## src/rtl/mprj_cfg_pkg.sv

```systemverilog
// mprj_cfg_pkg
//   Shared definitions for the user-project pad configuration loader:
//   FSM state encoding, default chain geometry and counter-width helpers.
package mprj_cfg_pkg;

   typedef enum logic [2:0] {
      ST_IDLE,
      ST_FETCH,
      ST_SHIFT,
      ST_LOAD,
      ST_FIN
   } cfg_state_e;

   localparam int DEF_NUM_PADS = 38;
   localparam int DEF_CFG_BITS = 13;
   localparam int DEF_CLK_DIV  = 2;

   // Pad index width; a one-pad chain still needs a one-bit index.
   function automatic int idx_w(input int n);
      return (n > 1) ? $clog2(n) : 1;
   endfunction

   // Bit counter width: counts 0..CFG_BITS-1.
   function automatic int bcnt_w(input int b);
      return (b > 1) ? $clog2(b) : 1;
   endfunction

   // Phase counter width: holds 0..CLK_DIV.
   function automatic int pcnt_w(input int d);
      return (d > 0) ? $clog2(d + 1) : 1;
   endfunction

endpackage

```

## src/rtl/mprj_cfg_shifter.sv

```systemverilog
// mprj_cfg_shifter
//   Serialises one configuration word MSB first onto serial_clock /
//   serial_data. Each bit is a low phase then a high phase, CLK_DIV
//   cycles each.
// Ports:
//   clock, resetn   core clock, async active-low reset
//   load, load_data capture a new word and restart at its MSB
//   go              advance the phase/bit counters (held high while shifting)
//   word_done       high on the last cycle of the last high phase
//   serial_clock    chain shift clock
//   serial_data     chain shift data
module mprj_cfg_shifter
   import mprj_cfg_pkg::*;
#(
   parameter int CFG_BITS = DEF_CFG_BITS,
   parameter int CLK_DIV  = DEF_CLK_DIV
) (
   input  logic                clock,
   input  logic                resetn,
   input  logic                load,
   input  logic [CFG_BITS-1:0] load_data,
   input  logic                go,
   output logic                word_done,
   output logic                serial_clock,
   output logic                serial_data
);

   localparam int BW = bcnt_w(CFG_BITS);
   localparam int PW = pcnt_w(CLK_DIV);
   localparam logic [BW-1:0] BIT_TC = BW'(CFG_BITS - 1);
   localparam logic [PW-1:0] PH_TC  = PW'(CLK_DIV - 1);

   logic [CFG_BITS-1:0] sreg;
   logic [BW-1:0]       bcnt;
   logic [PW-1:0]       pcnt;
   logic                hi;
   logic                ph_end;

   assign ph_end       = (pcnt == PH_TC);
   assign word_done    = go && hi && ph_end && (bcnt == BIT_TC);
   // Data comes straight off the register MSB, so it only moves when the
   // register shifts, which happens at the end of a high phase, i.e. on
   // the first cycle of the following low phase.
   assign serial_clock = hi;
   assign serial_data  = sreg[CFG_BITS-1];

   always_ff @(posedge clock or negedge resetn) begin
      if (!resetn) begin
         sreg <= '0;
         bcnt <= '0;
         pcnt <= '0;
         hi   <= 1'b0;
      end else if (load) begin
         sreg <= load_data;
         bcnt <= '0;
         pcnt <= '0;
         hi   <= 1'b0;
      end else if (go) begin
         if (ph_end) begin
            pcnt <= '0;
            hi   <= !hi;
            if (hi) begin
               sreg <= sreg << 1;
               // Bit counter parks at terminal count after the last bit.
               if (bcnt != BIT_TC)
                  bcnt <= bcnt + BW'(1);
            end
         end else begin
            pcnt <= pcnt + PW'(1);
         end
      end
   end

endmodule

```

## src/rtl/mprj_io_cfg_loader.sv

```systemverilog
// mprj_io_cfg_loader
//   Programs the mprj_io pad control daisy chain. On xfer_start it fetches
//   one word per pad (highest index first) over a req/ack handshake, shifts
//   each word out serially, then pulses serial_load so all pads update
//   together.
// Ports:
//   clock, resetn               core clock, async active-low reset
//   xfer_start                  one-cycle transfer request (IDLE only)
//   busy, done                  transfer in progress / completion pulse
//   cfg_req, cfg_idx            word request and pad index to the source
//   cfg_ack, cfg_data           source handshake and word (same cycle)
//   serial_clock, serial_data   chain shift clock / data
//   serial_load                 chain load strobe
module mprj_io_cfg_loader
   import mprj_cfg_pkg::*;
#(
   parameter int NUM_PADS = DEF_NUM_PADS,
   parameter int CFG_BITS = DEF_CFG_BITS,
   parameter int CLK_DIV  = DEF_CLK_DIV
) (
   input  logic                       clock,
   input  logic                       resetn,
   input  logic                       xfer_start,
   output logic                       busy,
   output logic                       done,
   output logic                       cfg_req,
   output logic [idx_w(NUM_PADS)-1:0] cfg_idx,
   input  logic                       cfg_ack,
   input  logic [CFG_BITS-1:0]        cfg_data,
   output logic                       serial_clock,
   output logic                       serial_data,
   output logic                       serial_load
);

   localparam int IW = idx_w(NUM_PADS);
   localparam int PW = pcnt_w(CLK_DIV);
   localparam logic [IW-1:0] IDX_TOP = IW'(NUM_PADS - 1);
   localparam logic [PW-1:0] LD_TC   = PW'(CLK_DIV - 1);

   cfg_state_e    state, state_nxt;
   logic [PW-1:0] lcnt;
   logic          word_done;
   logic          capture;
   logic          shift_go;

   // An ack only counts while the request is up.
   assign capture  = (state == ST_FETCH) && cfg_ack;
   assign shift_go = (state == ST_SHIFT);

   always_ff @(posedge clock or negedge resetn) begin
      if (!resetn) state <= ST_IDLE;
      else         state <= state_nxt;
   end

   always_comb begin
      state_nxt = state;
      unique case (state)
         ST_IDLE:  if (xfer_start) state_nxt = ST_FETCH;
         ST_FETCH: if (cfg_ack)    state_nxt = ST_SHIFT;
         ST_SHIFT: if (word_done)  state_nxt = (cfg_idx == '0) ? ST_LOAD : ST_FETCH;
         ST_LOAD:  if (lcnt == LD_TC) state_nxt = ST_FIN;
         ST_FIN:   state_nxt = ST_IDLE;
         default:  state_nxt = ST_IDLE;
      endcase
   end

   always_comb begin
      busy        = 1'b0;
      done        = 1'b0;
      cfg_req     = 1'b0;
      serial_load = 1'b0;
      unique case (state)
         ST_FETCH: begin busy = 1'b1; cfg_req = 1'b1; end
         ST_SHIFT: busy = 1'b1;
         ST_LOAD:  begin busy = 1'b1; serial_load = 1'b1; end
         ST_FIN:   done = 1'b1;
         default:  ;
      endcase
   end

   // Pad index walks down from the top; the load-phase counter only runs
   // in LOAD and is cleared everywhere else.
   always_ff @(posedge clock or negedge resetn) begin
      if (!resetn) begin
         cfg_idx <= '0;
         lcnt    <= '0;
      end else begin
         if (state == ST_IDLE && xfer_start)
            cfg_idx <= IDX_TOP;
         else if (state == ST_SHIFT && word_done && cfg_idx != '0)
            cfg_idx <= cfg_idx - IW'(1);
         lcnt <= (state == ST_LOAD) ? lcnt + PW'(1) : '0;
      end
   end

   mprj_cfg_shifter #(
      .CFG_BITS (CFG_BITS),
      .CLK_DIV  (CLK_DIV)
   ) u_shifter (
      .clock        (clock),
      .resetn       (resetn),
      .load         (capture),
      .load_data    (cfg_data),
      .go           (shift_go),
      .word_done    (word_done),
      .serial_clock (serial_clock),
      .serial_data  (serial_data)
   );

endmodule

```

## config.mk

```make
export PLATFORM = sky130hd
export DESIGN_NAME = mprj_io_cfg_loader
export DESIGN_NICKNAME = d
export VERILOG_FILES = /design/src/rtl/mprj_cfg_pkg.sv /design/src/rtl/mprj_cfg_shifter.sv /design/src/rtl/mprj_io_cfg_loader.sv
export SDC_FILE = /design/constraint.sdc
export NUM_CORES = 1
export LEC_CHECK = 0
export CORE_ASPECT_RATIO = 1.1
export CORE_MARGIN = 2
export CORE_UTILIZATION = 45
export CTS_CLUSTER_SIZE = 24
export DETAILED_ROUTE_END_ITERATION = 16
export PLACE_DENSITY = 0.73
export SLEW_MARGIN = 20
export SYNTH_ARGS = -nofsm -noshare
export SYNTH_HDL_FRONTEND = slang
export SYNTH_SLANG_ARGS = --single-unit
```

## constraint.sdc

```tcl
create_clock -name clock -period 1.7 [get_ports clock]
set_input_delay 0.34 -clock clock [delete_from_list [all_inputs] [get_ports clock]]
set_output_delay 0.34 -clock clock [all_outputs]
set_load 0.05 [all_outputs]
```

==> metrics <==
Post-Syn Instances=162; share of the synthesized area in the top cell type=48.7%; layout cells sized above 1=33.2%; # rows=22; Req. time, crit path=1.36 ns; Critical Path Source=state[2]$_DFFE_PN0P_; Clock power frac=11.9%; Via Count=1400; n_diodes=0; Final HPWL DP=2460 microns; CTS Sinks=31; count of pins over their slew limit=0; Die Area=around 4000 sq um; static leakage=~0.0010 uW; Worst-path clk slew=roughly 0.10 ns; Final Hold Fails=0; clock latency on the worst-skew pair=about 0.33 ns; root buf cell=clkbuf_4; final design utilization=68.4%; Ys Warns=0; Area growth, synth to finish=44.3%; sequential fraction of the synthesis area=48.7%; final WL=3630 microns; Comb pwr share=54.4%; DRC=0; critical path type=flop to primary output; Min Clock Period, post-route=1.70 ns; # port buffers=28; first-pass GRT wire length=6000 microns; setup violators final=0; fin nets=238; DR vias/cell=about 5.3; Chip Width=60.7 microns; Worst-Margin Slew=between 0.3 and 0.4 ns; RD Place Congestion=0.890; Clock Skew=0.0152 ns; area leader, netlist=dfrtp_1; Synth cell types=41; Post-CTS Hold Fix Bufs=0; Max IR drop VDD=just over 0.0007 V; die height=66.4 microns; total gr overflow=0; DR pass1 iterations=4; CTS tree=yes; status=complete, no violations; Mean Syn Cell Area=9.82 sq um; Data arrival, critical path=1.36 ns; flop-to-flop setup slack=around 0.02 ns; vias in the first global route=roughly 1400; Tot GR Track Use=19.9%; switching part of the total=40.2%; PwrDens=1490 nW/um^2; DP Area=between 2000 and 2500 sq um; Seq. cell area=781 sq um; fmax=590 MHz; multi-input logic area=846 sq um; maximum clock path buffer count=2; unrepaired setup endpoints after global routing=yes; largest cells by area after synthesis=dfrtp_1, mux2i_1, nand2_1; #FFs+latches synth=31; startpoint types=flop; initial DRC count=89; Reg2Reg Depth=3; Detail Route Antenna Nets=0; Relative slew margins=between 70% and 80%; initial core utilization=~47%; Psw=1380 uW; Filler cells=~270; Routed wire per std cell=13.7 microns; largest net degree at the start of global routing=32; syn_nets=184; I/O pins=29; Final Cycle Share=99.7%; hold_ws=0.387 ns; CTS buffer count=5; setup TNS=0 ns; Hold Crit Class=input port to async pin; Post-Syn Area=about 1600 sq um; Reg power frac=33.7%; crit path capture type=primary output; Reg-to-Reg End=cfg_idx[5]$_DFFE_PN0P_; MaxCap Viol Count=0; RR Startpoint=cfg_idx[2]$_DFFE_PN0P_; core box area=approximately 3400 sq um; initial antenna violation count=0; Int Pwr=2050 uW; Design Area, Final=2300 sq um; crit-path max FO=4; CTS HTree Levels=2
==> power groups by stage <==
stage                     registers, uW  clock network, uW  logic, uW
final                              1150                406       1860
after global routing               1190                460       2030
after CTS                          1160                420       1760
after detailed placement           1190                  0       1620
after global placement             1180                  0       1580
after floorplan                    1280                  0        891
==> metrics by stage <==
stage | setup WS, ns | std cells | total power (uW)
after floorplan | -0.0968 | 162 | 2170
after global placement | -0.118 | 249 | 2750
after detailed placement | -0.128 | 249 | 2810
after CTS | -0.00705 | 263 | 3340
after global routing | -0.0754 | 265 | 3680
final | 0.00471 | 265 | 3420
==> synthesized netlist by cell type <==
| library cell | n |
|---|---|
| and3b_1 | 1 |
| a22o_1 | 1 |
| o21a_1 | 1 |
| ha_1 | 5 |
| nand2b_1 | 1 |
| or4_1 | 2 |
| nor4_1 | 1 |
| nor3_1 | 1 |
| nand3_1 | 7 |
| xnor2_1 | 2 |
| nand3_2 | 1 |
| nor3b_1 | 1 |
| nor4b_1 | 1 |
| a31oi_1 | 1 |
| or3_1 | 2 |
| nand2_1 | 21 |
| o2111ai_1 | 1 |
| nor2_1 | 12 |
| mux2i_1 | 14 |
| o31a_1 | 1 |
| a211oi_1 | 1 |
| a311oi_1 | 1 |
| nand3b_1 | 1 |
| nor3b_4 | 1 |
| or2_2 | 1 |
| xor2_1 | 1 |
| o31ai_1 | 1 |
| o21ai_0 | 15 |
| or4b_2 | 1 |
| o211ai_1 | 1 |
| clkbuf_1 | 5 |
| and2_1 | 4 |
| inv_1 | 9 |
| dfrtp_1 | 31 |
| buf_2 | 1 |
| and3_1 | 3 |
| buf_6 | 1 |
| o41ai_1 | 1 |
| o311ai_1 | 1 |
| a221oi_1 | 1 |
| a21oi_1 | 4 |
==> how the worst max path moves through the flow <==
stage | endpoint | slack [ns] | cells after the start
4_1_cts | serial_load | -0.007 | 5
3_3_place_gp | cfg_idx[2]$_DFFE_PN0P_ | -0.12 | 4
6_report | cfg_req | 0.005 | 4
2_1_floorplan | cfg_idx[5]$_DFFE_PN0P_ | -0.1 | 5
3_5_place_dp | cfg_idx[2]$_DFFE_PN0P_ | -0.13 | 4
5_1_grt | cfg_req | -0.08 | 4
==> per-layer routing <==
metal  share of wire, %  GRT usage, %  vias to the layer above
met5                  0             0                        -
met4                1.5          5.98                        0
met3                5.3          5.28                        8
met2                 52          34.7                       50
met1                 41          23.4                      664
li1                   -             -                      678
==> layout make-up <==
type                       instances  share of cell area (%)
clock inverter                     1                   0.218
sequential                        31                    34.0
tap                               48                    2.61
inverter                           9                    1.47
multi-input combinational        115                    36.8
clock buffer                       7                    1.96
timing repair buffer              54                    22.9
==> placed cells by master, fill, tap and decap left out, types with 3 or more instances in the layout <==
master	netlist	layout
a21oi_1	4	3
buf_12	0	5
buf_4	0	28
buf_6	1	5
clkbuf_4	0	5
clkdlybuf4s50_1	0	16
dfrtp_1	31	27
dfrtp_2	0	4
ha_1	5	4
inv_1	9	7
mux2i_1	14	14
nand2_1	21	20
nand3_1	7	5
nor2_1	12	10
o21ai_0	15	13
==> worst max-delay path: stages, from the launching register on <==
cell,delay (ns)
dfrtp_1,0.40
buf_4,0.16
nor3b_4,0.21
buf_6,0.13
buf_12,0.12
==> what timing repair did <==
| action | 4_1_cts | 5_1_grt |
|---|---|---|
| gates resized for setup | 6 | 21 |
| buffers inserted | 6 | 2 |
| pin swaps | 5 | 7 |
| endpoints found under the setup margin | 5 | 23 |
==> flip-flops by register name (all words and copies together), names as in the netlist <==
| signal | count |
|---|---|
| u_shifter.bcnt | 4 |
| u_shifter.sreg | 13 |
| state | 3 |
| cfg_idx | 6 |
| u_shifter.pcnt | 2 |
| lcnt | 2 |
| u_shifter.serial_clock | 1 |
==> cell families (layout without fill, tap and decap cells) <==
kind of cell | Yosys count | count (layout) | synth area share, %
compound gates | 31 | 31 | 12.1
xor+xnor | 3 | 3 | 1.65
fa+ha+maj | 5 | 5 | 3.93
buf+inv | 16 | 71 | 4.32
flops | 31 | 31 | 48.7
mux | 14 | 14 | 8.80
simple gates | 62 | 62 | 20.4
Note: power is estimated with default switching activity, not from simulation.
